## config.mk

```make
export PLATFORM = sky130hd
export DESIGN_NAME = pipelined_addsub
export DESIGN_NICKNAME = d
export VERILOG_FILES = /design/src/rtl/addsub_pkg.sv /design/src/rtl/addsub_chunk.sv /design/src/rtl/pipelined_addsub.sv
export SDC_FILE = /design/constraint.sdc
export NUM_CORES = 1
export LEC_CHECK = 0
export ABC_AREA = 0
export CORE_MARGIN = 5
export CORE_UTILIZATION = 30
export CTS_BUF_LIST = sky130_fd_sc_hd__clkbuf_4 sky130_fd_sc_hd__clkbuf_8
export CTS_CLUSTER_SIZE = 28
export DETAILED_ROUTE_END_ITERATION = 8
export SYNTH_ARGS = -nofsm -noshare
export SYNTH_HDL_FRONTEND = slang
export SYNTH_SLANG_ARGS = --single-unit
```

## constraint.sdc

```tcl
create_clock -name clk -period 2.9 [get_ports clk]
set_clock_uncertainty 0.15 [all_clocks]
set_input_delay 0.58 -clock clk [delete_from_list [all_inputs] [get_ports clk]]
set_output_delay 0.58 -clock clk [all_outputs]
set_load 0.005 [all_outputs]
```

## src/rtl/addsub_pkg.sv

```systemverilog
// -----------------------------------------------------------------------------
// addsub_pkg
// Shared definitions for the pipelined adder/subtractor.
//   MODE_ADD / MODE_SUB : encodings of the 'sub' operation select
//   chunk_width()       : per-stage chunk width for a WIDTH/STAGES geometry
//   geometry_ok()       : legality of a WIDTH/STAGES pair, used at elaboration
// -----------------------------------------------------------------------------
package addsub_pkg;

    localparam logic MODE_ADD = 1'b0;
    localparam logic MODE_SUB = 1'b1;

    function automatic int unsigned chunk_width(input int unsigned width,
                                                input int unsigned stages);
        return width / stages;
    endfunction

    function automatic bit geometry_ok(input int unsigned width,
                                       input int unsigned stages);
        return (stages >= 1) && (stages <= width) && ((width % stages) == 0);
    endfunction

endpackage

```

## src/rtl/addsub_chunk.sv

```systemverilog
// -----------------------------------------------------------------------------
// addsub_chunk
// Combinational CW-bit adder slice used by one pipeline stage.
//   a_c, b_c  : chunk operands (b_c already inverted for subtraction)
//   c_in      : carry into the chunk LSB
//   s_c       : chunk sum
//   c_out     : carry out of the chunk MSB
//   c_msb_in  : carry into the chunk MSB (feeds signed-overflow detection)
// -----------------------------------------------------------------------------
module addsub_chunk #(
    parameter int unsigned CW = 4
) (
    input  logic [CW-1:0] a_c,
    input  logic [CW-1:0] b_c,
    input  logic          c_in,
    output logic [CW-1:0] s_c,
    output logic          c_out,
    output logic          c_msb_in
);

    logic [CW:0] full;

    always_comb begin
        full     = {1'b0, a_c} + {1'b0, b_c} + {{CW{1'b0}}, c_in};
        s_c      = full[CW-1:0];
        c_out    = full[CW];
        // Sum bit = a ^ b ^ carry-in, so the MSB carry-in falls out directly;
        // this also holds for CW == 1 where it equals c_in.
        c_msb_in = full[CW-1] ^ a_c[CW-1] ^ b_c[CW-1];
    end

endmodule

```

## src/rtl/pipelined_addsub.sv

```systemverilog
// -----------------------------------------------------------------------------
// pipelined_addsub
// WIDTH-bit add/subtract with carry/borrow-in, split into STAGES chunks of
// CW = WIDTH/STAGES bits. The carry ripples between chunks through pipeline
// registers; latency is STAGES cycles at one beat per cycle.
//   clk, rst_n          : clock, asynchronous active-low reset
//   in_valid / in_ready : operand handshake (in_ready is combinational)
//   a, b, cin, sub      : operands, carry/borrow-in, 0 = add / 1 = subtract
//   out_valid/out_ready : result handshake
//   sum, cout, ovf, zero: result, carry-out (sub: 1 = no borrow),
//                         signed overflow, sum == 0
// -----------------------------------------------------------------------------
module pipelined_addsub
    import addsub_pkg::*;
#(
    parameter int unsigned WIDTH  = 16,
    parameter int unsigned STAGES = 4
) (
    input  logic             clk,
    input  logic             rst_n,
    input  logic             in_valid,
    output logic             in_ready,
    input  logic [WIDTH-1:0] a,
    input  logic [WIDTH-1:0] b,
    input  logic             cin,
    input  logic             sub,
    output logic             out_valid,
    input  logic             out_ready,
    output logic [WIDTH-1:0] sum,
    output logic             cout,
    output logic             ovf,
    output logic             zero
);

    localparam int unsigned CW = chunk_width(WIDTH, STAGES);

    if (!geometry_ok(WIDTH, STAGES)) begin : g_bad_geometry
        $error("pipelined_addsub: WIDTH must be a multiple of STAGES, 1 <= STAGES <= WIDTH");
    end

    // Entry 0 is the input register; entry k+1 holds the beat after chunk k
    // has been added. Entry STAGES drives the outputs.
    logic             valid_q [0:STAGES];
    logic             valid_d [0:STAGES];
    logic             carry_q [0:STAGES];
    logic             carry_d [0:STAGES];
    logic [WIDTH-1:0] s_q     [0:STAGES];
    logic [WIDTH-1:0] s_d     [0:STAGES];
    logic [WIDTH-1:0] a_q     [0:STAGES-1];
    logic [WIDTH-1:0] a_d     [0:STAGES-1];
    logic [WIDTH-1:0] b_q     [0:STAGES-1];
    logic [WIDTH-1:0] b_d     [0:STAGES-1];
    logic             sub_q   [0:STAGES-1];
    logic             sub_d   [0:STAGES-1];
    logic             ovf_q, ovf_d;
    logic             zero_q, zero_d;

    logic [CW-1:0]    chunk_s    [0:STAGES-1];
    logic             chunk_cout [0:STAGES-1];
    logic             chunk_cmsb [0:STAGES-1];

    logic             en;

    // Single global advance: every stage, bubbles included, moves or holds.
    assign en        = !valid_q[STAGES] || out_ready;
    assign in_ready  = en;
    assign out_valid = valid_q[STAGES];
    assign sum       = s_q[STAGES];
    assign cout      = carry_q[STAGES];
    assign ovf       = ovf_q;
    assign zero      = zero_q;

    for (genvar k = 0; k < int'(STAGES); k++) begin : g_chunk
        logic [CW-1:0] b_eff;
        assign b_eff = (sub_q[k] == MODE_SUB) ? ~b_q[k][k*CW +: CW]
                                              :  b_q[k][k*CW +: CW];
        addsub_chunk #(.CW(CW)) u_chunk (
            .a_c      (a_q[k][k*CW +: CW]),
            .b_c      (b_eff),
            .c_in     (carry_q[k]),
            .s_c      (chunk_s[k]),
            .c_out    (chunk_cout[k]),
            .c_msb_in (chunk_cmsb[k])
        );
    end

    always_comb begin
        // Subtraction is a + ~b + ~cin; fold the cin inversion into entry 0.
        valid_d[0] = in_valid;
        a_d[0]     = a;
        b_d[0]     = b;
        sub_d[0]   = sub;
        carry_d[0] = cin ^ (sub == MODE_SUB);
        s_d[0]     = '0;

        for (int unsigned k = 1; k < STAGES; k++) begin
            a_d[k]   = a_q[k-1];
            b_d[k]   = b_q[k-1];
            sub_d[k] = sub_q[k-1];
        end

        for (int unsigned k = 0; k < STAGES; k++) begin
            valid_d[k+1]             = valid_q[k];
            carry_d[k+1]             = chunk_cout[k];
            s_d[k+1]                 = s_q[k];
            s_d[k+1][k*CW +: CW]     = chunk_s[k];
        end

        ovf_d  = chunk_cout[STAGES-1] ^ chunk_cmsb[STAGES-1];
        zero_d = (s_d[STAGES] == '0);
    end

    always_ff @(posedge clk or negedge rst_n) begin
        if (!rst_n) begin
            for (int unsigned k = 0; k <= STAGES; k++) begin
                valid_q[k] <= 1'b0;
                carry_q[k] <= 1'b0;
                s_q[k]     <= '0;
            end
            for (int unsigned k = 0; k < STAGES; k++) begin
                a_q[k]   <= '0;
                b_q[k]   <= '0;
                sub_q[k] <= 1'b0;
            end
            ovf_q  <= 1'b0;
            zero_q <= 1'b0;
        end else if (en) begin
            valid_q <= valid_d;
            carry_q <= carry_d;
            s_q     <= s_d;
            a_q     <= a_d;
            b_q     <= b_d;
            sub_q   <= sub_d;
            ovf_q   <= ovf_d;
            zero_q  <= zero_d;
        end
    end

endmodule

```

==> results.toml <==
[synthesis]
ys_ff_latch = 136
synth_area_leader_cell = "dfrtp_1"
synthDistinctLibCells = 28
synth.avg_cell_area_um2 = 9.17
yosysWarningCount = 0
syn_area_mm2 = 0.00582
yosys.area.top_type_share_pct = 58.5
synthTopCellsByArea = "dfrtp_1 (59%), nand2_1 (22%), ha_1 (2.8%)"
mappedNetlistNets = 693
netlist_instances = 634
yosysSeqAreaShare_pct = 58.5

[routing]
routed_wl_mm = 11.2
routed.top_layer = "met4"
drtAntennaViolNets = 0
route.met2.wl_mm = 4.88
wl_per_cell_um = 11.7
num_vias = 3966
wl_met3_um = 796
drt-met1-wl_mm = 5.36
drtIter0Drc = 212
first_pass_iters = 4
route.detailed.drc = 0
viasPerCell = 4.12

[critical_path]
required_ns = 3.08
r2r_start = "sub_q[0]"
r2r_slack_ns = 0.34
critPathBufInv = 1
cp_max_fo = 2
cp-end-kind = "flop"
slowest_delay_ns = 0.44
path_class = "reg2reg"
r2r-end = "ovf"
critPathSlowestCell = "fa_1"
critPathLaunchType = "flop"
crit_top_cell = "fa_1"
arrival_ns = 2.74
crit_chain = "xnor2_1 -> fa_1 -> fa_1 -> inv_1 -> a21o_2 -> a21oi_4 -> xnor3_1 -> mux2_4"
critPathTopFamily = "adder cells"
reg2reg_depth = 8

[clock_network]
cts.sinks = 136
post_cts_buffers = 0
insertion_delay_ns = 0.45
tritoncts = "built"
cts_buffer_depth = 2
cts_buffers = 17
cts_resized = 0
cts-root-buf = "clkbuf_8"
h-tree-depth = 4
clk_pin_slew_ns = 0.08

[place]
place_inst = 929
pre_cts_slack_ns = 0.360
hpwl_mm = 7.28
placed_area_mm2 = 0.00667
port_buffers = 58
gp_congestion = 0.709

[die]
die_y_um = 149
io_pins = 59
rows = 51
dieArea_mm2 = 0.0223
fp.coreArea_mm2 = 0.0193
die_w_um = 149
start_util_pct = 30.2

[timing]
rsz0062_at_grt = "false"
fin_crit_sh_pct = 88.3
worst_pin_slew_ns = 0.578
max_freq_ghz = 0.390
fin_ws_ns = 0.339
setup_tns_ns = 0
final-max-slew-violation-count = 0
setup-violations-final = 0
slew_headroom_pct = 61.5
fin_crit_ns = 2.56
hold_violations = 0

[flow_run]
drv_cap = 0

[global_route]
first_global_vias = 3899
grtUsageTotal_pct = 10.9
grt_antenna_before_repair = 0
grt-ovfl-total = 0
grt_pass1_wl_mm = 19.2
grt_max_degree = 138

[cells_and_area]
diodes = 0
seqCellArea_mm2 = 0.00340
fin_util_pct = 36.8
stdcell_area_mm2 = 0.00710
final_cells = 962
multi_input_area_mm2 = 0.00223
fin_nets = 743
drive_gt1_share_pct = 6.74
area_growth_pct = 22.1
nFillCells = 2035

[hold_path]
min-delay-path-class = "reg2reg"
hold_depth = 1
min_from = "valid_d[0]"
hold_end = "out_valid"

[power_and_ir_drop]
power_frac_seq_pct = 39.8
switching_power_mw = 2.93
intPower_mw = 5.26
clkPwrFrac_pct = 19.8
peakVddDrop_mv = 0.397
swShare_pct = 35.7
p_comb_share_pct = 40.3
cellPowerDensity_mw_per_mm2 = 1150
cellLeakagePower_nw = 3.60

[status]
status = "finished, final reports clean"
[state kept, by name (all words and copies together), names as in the netlist, 3 cells and up]
signal,cells
b_q,4
a_q,4
sum,16
valid_d,4
b_d,36
a_d,36
carry_q,4
s_d,24
sub_d,3
[area by class of cell]
cell class	instances	share of cell area (%)
clock inverter	12	2.11
multi-input combinational	449	31.3
sequential	136	47.9
tap	265	4.67
timing repair buffer	65	9.32
clock buffer	20	3.79
inverter	15	0.828
[per-layer routing]
metal	GRT usage, %	vias to the layer above
li1	-	2051
met4	4.90	0
met2	15.8	64
met5	0	-
met1	14.2	1833
met3	4.47	18
[power by group through the flow]
stage / registers, mW / logic (mW) / clock network (mW)
2_1_floorplan: 3.14 / 2.53 / 0
3_3_place_gp: 3.30 / 3.27 / 0
3_5_place_dp: 3.31 / 3.37 / 0
4_1_cts: 3.28 / 3.39 / 1.67
5_1_grt: 3.38 / 3.83 / 1.74
6_report: 3.26 / 3.30 / 1.62
[cell families (layout without fill, tap and decap cells)]
| kind of cell | Yosys count | count (layout) | share of synthesized area [%] |
|---|---|---|---|
| simple gates | 361 | 361 | 23.7 |
| xor+xnor | 27 | 27 | 4.56 |
| mux | 1 | 1 | 0.258 |
| buf+inv | 49 | 112 | 3.33 |
| fa+ha+maj | 21 | 21 | 5.55 |
| flops | 136 | 136 | 58.5 |
| compound gates | 39 | 39 | 4.07 |
[worst max path at each step]
stage | cells after the start | slack (ns) | to | from
after global routing | 8 | 0.27 | ovf | b_q[12]
after detailed placement | 4 | 0.36 | in_ready | out_ready
after CTS | 8 | 0.34 | ovf | sub_q[0]
final | 8 | 0.34 | ovf | sub_q[0]
after global placement | 4 | 0.34 | in_ready | out_ready
after floorplan | 9 | 0.35 | ovf | sub_q[0]
[timing repair]
item,in CTS,in global routing
hold buffers,1,0
endpoints found under the hold margin,49,0
setup endpoints to repair,0,0
[synth_stat cells]
cell	instances
nand4_1	1
a21oi_4	1
nand2b_1	1
nor4_1	2
xnor3_1	1
xnor2_1	7
a21o_2	1
xor2_2	2
buf_1	14
fa_1	8
inv_1	15
ha_1	13
buf_2	5
buf_4	1
nor2b_1	1
or4b_1	1
a21oi_1	13
dfrtp_1	136
clkbuf_1	14
nor4b_1	1
o21ai_0	14
nor2_1	6
a21o_1	6
a211oi_1	3
mux2_4	1
nand2_1	348
o21ai_2	1
xor2_1	17
[through the flow]
step / power, mW / hold WS [ns]
after floorplan: 5.68 / 0.134
after global placement: 6.56 / 0.293
after detailed placement: 6.68 / 0.298
after CTS: 8.34 / 0.315
after global routing: 8.95 / 0.327
final: 8.18 / 0.311
[cell usage in the layout, fill, tap and decap left out, drive strengths merged, types with 2 or more instances in the layout]
cell type / synthesis / final
nand2: 348 / 348
clkbuf: 14 / 20
xnor2: 7 / 7
clkinv: 0 / 6
nor4: 2 / 2
a211oi: 3 / 3
inv: 15 / 15
nor2: 6 / 6
fa: 8 / 8
clkinvlp: 0 / 3
xor2: 19 / 19
a21oi: 14 / 14
a21o: 7 / 7
bufinv: 0 / 3
o21ai: 15 / 15
ha: 13 / 13
clkdlybuf4s50: 0 / 57
dfrtp: 136 / 136
buf: 20 / 7
[worst register-to-register path: stages (launching register included)]
cell and delay, ns:
dfrtp_1 0.40, xnor2_1 0.16, fa_1 0.44, fa_1 0.42, inv_1 0.07, a21o_2 0.14, a21oi_4 0.06, xnor3_1 0.36
mux2_4 0.26
Power figures use the tool's default switching activity.
